===== config.mk =====
export PLATFORM = sky130hd
export DESIGN_NAME = ws2812_rx
export DESIGN_NICKNAME = d
export VERILOG_FILES = /design/src/rtl/ws2812_rx.sv
export SDC_FILE = /design/constraint.sdc
export NUM_CORES = 1
export LEC_CHECK = 0
export ABC_AREA = 1
export CORE_ASPECT_RATIO = 1.25
export CORE_MARGIN = 2
export CORE_UTILIZATION = 38
export CTS_CLUSTER_SIZE = 16
export DETAILED_ROUTE_END_ITERATION = 7
export GPL_TIMING_DRIVEN = 0
export HOLD_SLACK_MARGIN = 0.03
export PLACE_DENSITY = 0.63
export RECOVER_POWER = 100
export SETUP_SLACK_MARGIN = 0.1
export SYNTH_ARGS = -nofsm -noshare
export SYNTH_HDL_FRONTEND = slang
export SYNTH_SLANG_ARGS = --single-unit

===== constraint.sdc =====
create_clock -name clk -period 3.6 [get_ports clk]
set_input_delay 0.72 -clock clk [delete_from_list [all_inputs] [get_ports clk]]
set_output_delay 0.72 -clock clk [all_outputs]
set_load 0.02 [all_outputs]

===== src/rtl/ws2812_rx.sv =====
`default_nettype none
// ============================================================================
// Module   : ws2812_rx
// Function : WS2812 single-wire receiver; captures the first NBITS bits of a
//            frame as the pixel word and forwards the rest on dout.
// Revision : 1.0 - initial release
// ============================================================================
module ws2812_rx #(
    parameter int CHANNELS      = 3,
    parameter int BITPERCHANNEL = 8,
    parameter int MIN_HIGH      = 3,
    parameter int BIT_THRESH    = 15,
    parameter int HIGH_MAX      = 62,
    parameter int RESET_CYCLES  = 1250
) (
    input  logic                                clk,
    input  logic                                reset,
    input  logic                                din,
    output logic                                dout,
    output logic [CHANNELS*BITPERCHANNEL-1:0]   data_o,
    output logic                                data_valid,
    output logic                                bit_error
);

    localparam int NBITS = CHANNELS * BITPERCHANNEL;
    localparam int HW    = $clog2(HIGH_MAX + 1);
    localparam int LW    = $clog2(RESET_CYCLES + 1);
    localparam int BW    = $clog2(NBITS + 1);

    localparam logic [HW-1:0] c_MIN_HIGH   = HW'(MIN_HIGH);
    localparam logic [HW-1:0] c_BIT_THRESH = HW'(BIT_THRESH);
    localparam logic [HW-1:0] c_HIGH_MAX   = HW'(HIGH_MAX);
    localparam logic [LW-1:0] c_RESET_MAX  = LW'(RESET_CYCLES);
    localparam logic [LW-1:0] c_GAP_LAST   = LW'(RESET_CYCLES - 1);
    localparam logic [BW-1:0] c_LAST_BIT   = BW'(NBITS - 1);

    logic             r_sync;
    logic             r_din_s;
    logic             r_din_d;
    logic [HW-1:0]    r_hcnt;
    logic [LW-1:0]    r_lcnt;
    logic [BW-1:0]    r_bitcnt;
    logic             r_full;
    logic [NBITS-1:0] r_shreg;

    logic             w_fall;
    logic             w_h_bad;
    logic             w_bit;
    logic             w_gap;

    always_comb begin
        w_fall  = r_din_d & ~r_din_s;
        w_h_bad = (r_hcnt < c_MIN_HIGH) || (r_hcnt >= c_HIGH_MAX);
        w_bit   = (r_hcnt >= c_BIT_THRESH);
        // Fires only on the cycle lcnt steps onto its saturation value
        w_gap   = ~r_din_s && (r_lcnt == c_GAP_LAST);
    end

    always_ff @(posedge clk) begin
        if (reset) begin
            r_sync     <= 1'b0;
            r_din_s    <= 1'b0;
            r_din_d    <= 1'b0;
            r_hcnt     <= '0;
            r_lcnt     <= '0;
            r_bitcnt   <= '0;
            r_full     <= 1'b0;
            r_shreg    <= '0;
            dout       <= 1'b0;
            data_o     <= '0;
            data_valid <= 1'b0;
            bit_error  <= 1'b0;
        end else begin
            r_sync     <= din;
            r_din_s    <= r_sync;
            r_din_d    <= r_din_s;
            data_valid <= 1'b0;
            bit_error  <= 1'b0;
            dout       <= r_full & r_din_s;

            if (r_din_s) begin
                r_lcnt <= '0;
                if (r_hcnt != c_HIGH_MAX) r_hcnt <= r_hcnt + HW'(1);
            end else begin
                r_hcnt <= '0;
                if (r_lcnt != c_RESET_MAX) r_lcnt <= r_lcnt + LW'(1);
            end

            if (w_gap) begin
                if (r_full) begin
                    data_o     <= r_shreg;
                    data_valid <= 1'b1;
                end else if (r_bitcnt != '0) begin
                    bit_error  <= 1'b1;
                end
                r_bitcnt <= '0;
                r_full   <= 1'b0;
            end else if (w_fall && !r_full) begin
                if (w_h_bad) begin
                    bit_error <= 1'b1;
                end else begin
                    r_shreg  <= {r_shreg[NBITS-2:0], w_bit};
                    r_bitcnt <= r_bitcnt + BW'(1);
                    if (r_bitcnt == c_LAST_BIT) r_full <= 1'b1;
                end
            end
        end
    end

endmodule
`default_nettype wire


# == After elaboration in Yosys (flattened, before gate mapping) ==
# Cells that the tools add are included.
# word_totals
regBits,77
inputBits,3
wordCells,46
# op_classes
addsub,3
n_lt_le_gt_ge,3
eq_ne,4
muxes,6
bitwise,5
n_reduce_logical,13
# ops
cell,count
$add 11x1->11 const B,1
$eq 11x11->1 const B,1
$ne 11x11->1 const B,1
$reduce_or 2->1,4
$add 6x1->6 const B,1
$ge 6x4->1 const B,1
$ge 6x6->1 const B,1
$lt 6x2->1 const B,1
$mux 1,6
$ne 6x6->1 const B,1
$reduce_and 3->1,2
$add 5x1->5 const B,1
$eq 5x5->1 const B,1
$reduce_bool 5->1,1
$reduce_and 2->1,2
$not 1->1,3
$and 1x1->1,2
$logic_and 1x1->1,2
$logic_not 1->1,1
$logic_or 1x1->1,1

# == Longest topological paths before layout ==
# logic_depth
ltp_word,5
depth_mapped,11
mapped_depth_nobuf,10

# == Least setup slack after synthesis ==
# OpenSTA, ideal clock, no wires.
# synth_timing
path_kind,input-to-reg
from,input reset
to,register r_shreg[10]
setup_ns,0.064
arrival_time_ns,1.660
required_time_ns,3.536
slack_ns,1.876
stages,6
cell_sequence,clkbuf_1 -> inv_1 -> clkbuf_1 -> clkbuf_1 -> nand2_1 -> nor2_1
# synth_lines
item,line,rtl
from (decl),17,"input logic reset,"
to (signal assigned),102,"r_shreg <= {r_shreg[NBITS-2:0], w_bit};"
to (decl),44,logic [NBITS-1:0] r_shreg;

# == Worst setup path in the final report ==
# layout_timing
from,register r_lcnt[6]
to,register data_o[15]
# layout_via
elab_chain_len,3
# layout_rtl
item,line,rtl
from (decl),41,logic [LW-1:0] r_lcnt;
from (signal assigned),86,if (r_lcnt != c_RESET_MAX) r_lcnt <= r_lcnt + LW'(1);
$eq 11x11->1,56,w_gap = ~r_din_s && (r_lcnt == c_GAP_LAST);
$logic_and 1x1->1,56,
$reduce_and 2->1 (no line),n/a,
to (signal assigned),91,data_o <= r_shreg;
to (decl),20,"output logic [CHANNELS*BITPERCHANNEL-1:0] data_o,"
# No other way between the ends.
# A chain may end at the register's enable or synchronous reset.

==> results.txt <==
Across all register-to-register paths, the minimum setup slack is 1.15 ns. The run finished with clean final reports. Of all flip-flops after synthesis, the portion carrying an async set or reset was 0. The number of nets in the layout is about 570. The largest fanout on the critical path came out at 10.

The most critical setup path has its endpoint at data_o[15]. The DRC violation count after routing came out at 0. The clock transition at the register clock pins on the worst setup and hold paths after CTS came out at 0.06 ns. The largest net degree at the start of global routing is 14. After legalization and detailed placement, the total HPWL measured 4680 um.

The first-pass GRT wire length came out at about 12000 um. For the worst setup path, the data required time is 3.88 ns. The count of H-tree levels built during CTS came out at 3. The startpoint type of the worst setup path is a flop. Setup violations remaining at the end of the flow were counted as 0. The count of yosys warnings during synthesis came out at 0.

For the pin with the worst max-slew slack, the measured transition is about 0.47 ns. The area share of the largest cell type after synthesis is 0.439. The mean cell area of the mapped netlist came out at approximately 6.8 um2.

In the final layout, the share of cells above drive strength 1 is 0.0691. The number of detailed-route iterations in the first pass came out at 5. Yosys instantiated no cell more often than sky130_fd_sc_hd__nand2_1. The remaining global-route overflow is 0. The number of cells on the worst reg-to-reg path is 11. The type of the worst setup path is flop to flop.

The worst clock skew on the final layout came out at 0.00531 ns. After synthesis the cells add up to about 3500 um2. The share of the clock period used by the worst path after layout is 0.679. The mean routed wirelength per cell came out at between 9 and 10 um. The leakage power of the design came out at around 1.8 nW.

The number of buffers inserted during clock tree synthesis came out at 9. The number of antenna violations at the first check in global routing came to 0. The number of storage elements in the synthesis netlist came out at just under 80.

The total number of clock tree sinks came out at 77. The worst setup path is captured at a flop. The worst slew margin relative to its limit came out at 0.684. The worst flop-to-flop path endpoint is data_o[15]. The worst register-to-register path begins at r_lcnt[6]. The count of unique library cells instantiated by Yosys is 27.

The number of hold buffers added after CTS is 0. The number of cells produced by synthesis is 520. The final count of pins violating max slew is 0. 0 antenna diodes ended up in the layout. The placed instances occupy a cell area of 3950 um2.

The number of vias after detailed routing is roughly 3000. The remaining antenna violation count came out at 0. In this run, the number of DRC markers left after iteration 0 of detailed routing was 70. The die covers 10000 um2.

The post-synthesis net count came out at 530. Max-cap violations in this run came to 0. During I/O placement, the number of pins put on the boundary was 30.

The core box area is 9080 um2. In the synthesized netlist the dominant register cell turns out to be sky130_fd_sc_hd__dfxtp_1. Dividing total power by cell area gives a power density of 459 nW/um2. The core utilization of the finished layout is 0.467. The count of input and output buffers came out at 28.

The cell taking the most area after synthesis is sky130_fd_sc_hd__dfxtp_1. The floorplan row count is 39. The post-CTS setup repair buffer count is 0.

The clock passes through at most 2 buffers. The launch instance of the worst min-delay path is r_sync. Dividing the detail-routed via count by the number of cells gives roughly 4.3. The overall fraction of global-route tracks in use came out at 0.142.

Tracing the worst setup path back leads to its startpoint at r_lcnt[6]. Measured along the y axis, the die boundary spans 111 um. For this run, the register share of the synthesized area comes to 0.439.

The clock latency reported for the late side of the worst-skew pair is 0.33 ns. The effective utilization at floorplan came out at 0.387. The minimum clock period after layout is 2.45 ns. The number of global-route vias before repair came to 2819.

The number of synthesized flops with an enable pin came out at 0. The weighted congestion reported at the end of routability-driven placement is 0.758. The fmax is just over 0.4 GHz.

The clock tree from TritonCTS is done. In this run the horizontal extent of the chip is 90.0 um. The arrival time at the worst endpoint is 2.72 ns. After detailed routing, the total wire length is 6420 um. The cell area after layout is roughly 4200 um2.

The count of endpoints failing hold in the final timing report is 0. In this run the clock root is driven by a sky130_fd_sc_hd__clkbuf_16. Setup repair after global routing left no endpoint under its margin. The count of instances resized after the clock tree is built is 0. The filler cell count is 943. The type of the most critical hold path is flop to flop. The final setup TNS is 0 ns. IR analysis of the VDD net gives a maximum drop of around 0.22 mV. After synthesis, the most frequently instantiated cells are sky130_fd_sc_hd__nand2_1, sky130_fd_sc_hd__inv_1, sky130_fd_sc_hd__nor2_1. Ranked by total cell area, the synthesized netlist is headed by sky130_fd_sc_hd__dfxtp_1, sky130_fd_sc_hd__nand2_1, sky130_fd_sc_hd__inv_1. The area growth from synthesis to layout is 20.6%.
[cells by family after synthesis]
kind of cell,after synthesis,synth area share
AND/OR/NAND/NOR,283,0.343
XOR/XNOR,5,0.0125
buffers and inverters,119,0.138
flip-flops,77,0.439
adder cells (fa/ha/maj),7,0.0249
AO/OA/AOI/OAI,29,0.0428
[area by class of cell]
cell class	instances	area (um2)	share of cell area
clock buffer	10	239	0.0564
tap	123	154	0.0363
buffer	17	72.6	0.0171
inverter	102	384	0.0907
multi-input combinational	324	1450	0.343
clock inverter	6	110	0.0260
sequential	77	1540	0.364
timing repair buffer	28	280	0.0662
[routing by layer]
metal  wire length, um  GRT usage  vias to the layer above
li1                  -          -                     1618
met1              2920      0.154                     1275
met2              3130      0.259                       36
met3               239     0.0365                       10
met4               138     0.0677                        0
met5                 0          0                        -
[cells in the final DEF, fill, tap and decap left out]
cell type	count
sky130_fd_sc_hd__nand2_1	130
sky130_fd_sc_hd__inv_1	100
sky130_fd_sc_hd__nor2_1	89
sky130_fd_sc_hd__dfxtp_1	77
sky130_fd_sc_hd__nand3_1	39
sky130_fd_sc_hd__dlygate4sd3_1	28
sky130_fd_sc_hd__a21oi_1	20
sky130_fd_sc_hd__nor2_2	18
sky130_fd_sc_hd__clkbuf_1	11
sky130_fd_sc_hd__clkbuf_16	9
sky130_fd_sc_hd__o21ai_0	7
sky130_fd_sc_hd__ha_1	7
sky130_fd_sc_hd__xor2_1	3
sky130_fd_sc_hd__buf_1	3
sky130_fd_sc_hd__bufinv_16	3
sky130_fd_sc_hd__xnor2_1	2
sky130_fd_sc_hd__nor3_1	2
sky130_fd_sc_hd__nand4_1	2
sky130_fd_sc_hd__buf_4	2
sky130_fd_sc_hd__clkinvlp_4	2
sky130_fd_sc_hd__a211oi_1	1
sky130_fd_sc_hd__o31ai_1	1
sky130_fd_sc_hd__nor4_1	1
sky130_fd_sc_hd__inv_2	1
sky130_fd_sc_hd__or2_1	1
sky130_fd_sc_hd__clkinvlp_2	1
sky130_fd_sc_hd__buf_2	1
sky130_fd_sc_hd__nand3b_1	1
sky130_fd_sc_hd__clkbuf_8	1
sky130_fd_sc_hd__clkinv_2	1
[worst min path at each step]
stage / end / slack [ns] / depth (start not counted)
after floorplan: r_din_s / 0.39 / 2
final: r_din_s / 0.42 / 2
after global routing: r_din_s / 0.45 / 2
after CTS: r_din_s / 0.42 / 2
after detailed placement: r_din_s / 0.41 / 2
after global placement: r_din_s / 0.39 / 2
[report_power, final]
| part | internal (mW) | switching (mW) | leakage [nW] |
|---|---|---|---|
| Sequential | 0.857 | 0.00396 | 0.621 |
| Combinational | 0.0145 | 0.0306 | 1.05 |
| Clock | 0.694 | 0.344 | 0.165 |
| Total | 1.57 | 0.378 | 1.83 |
[worst max-delay path, cell delays in order (launching register included)]
cell and delay [ns]:
sky130_fd_sc_hd__dfxtp_1 0.39, sky130_fd_sc_hd__nand2_1 0.07, sky130_fd_sc_hd__inv_1 0.09, sky130_fd_sc_hd__nand2_1 0.07
sky130_fd_sc_hd__nor2_1 0.16, sky130_fd_sc_hd__nand2_1 0.22, sky130_fd_sc_hd__nor2_1 0.42, sky130_fd_sc_hd__clkinvlp_2 0.43
sky130_fd_sc_hd__clkbuf_1 0.32, sky130_fd_sc_hd__nand2_1 0.11, sky130_fd_sc_hd__inv_1 0.05, sky130_fd_sc_hd__nor2_2 0.06
[flip-flops by register name, summed over array words and instances (netlist names)]
| name | count |
|---|---|
| r_din_d | 1 |
| r_din_s | 1 |
| data_valid | 1 |
| r_lcnt | 11 |
| data_o | 24 |
| r_sync | 1 |
| r_bitcnt | 5 |
| dout | 1 |
| r_hcnt | 6 |
| r_full | 1 |
| bit_error | 1 |
| r_shreg | 24 |
[metrics by stage]
stage	setup slack [ns]	hold slack (ns)	std cells	power, mW
2_1_floorplan	1.88	0.388	520	0.914
3_3_place_gp	1.55	0.392	671	0.925
3_5_place_dp	1.50	0.411	671	0.926
4_1_cts	1.59	0.424	687	1.97
5_1_grt	0.786	0.447	687	2.02
6_report	1.15	0.425	687	1.94
No activity file was read; power rests on OpenSTA's default activity.
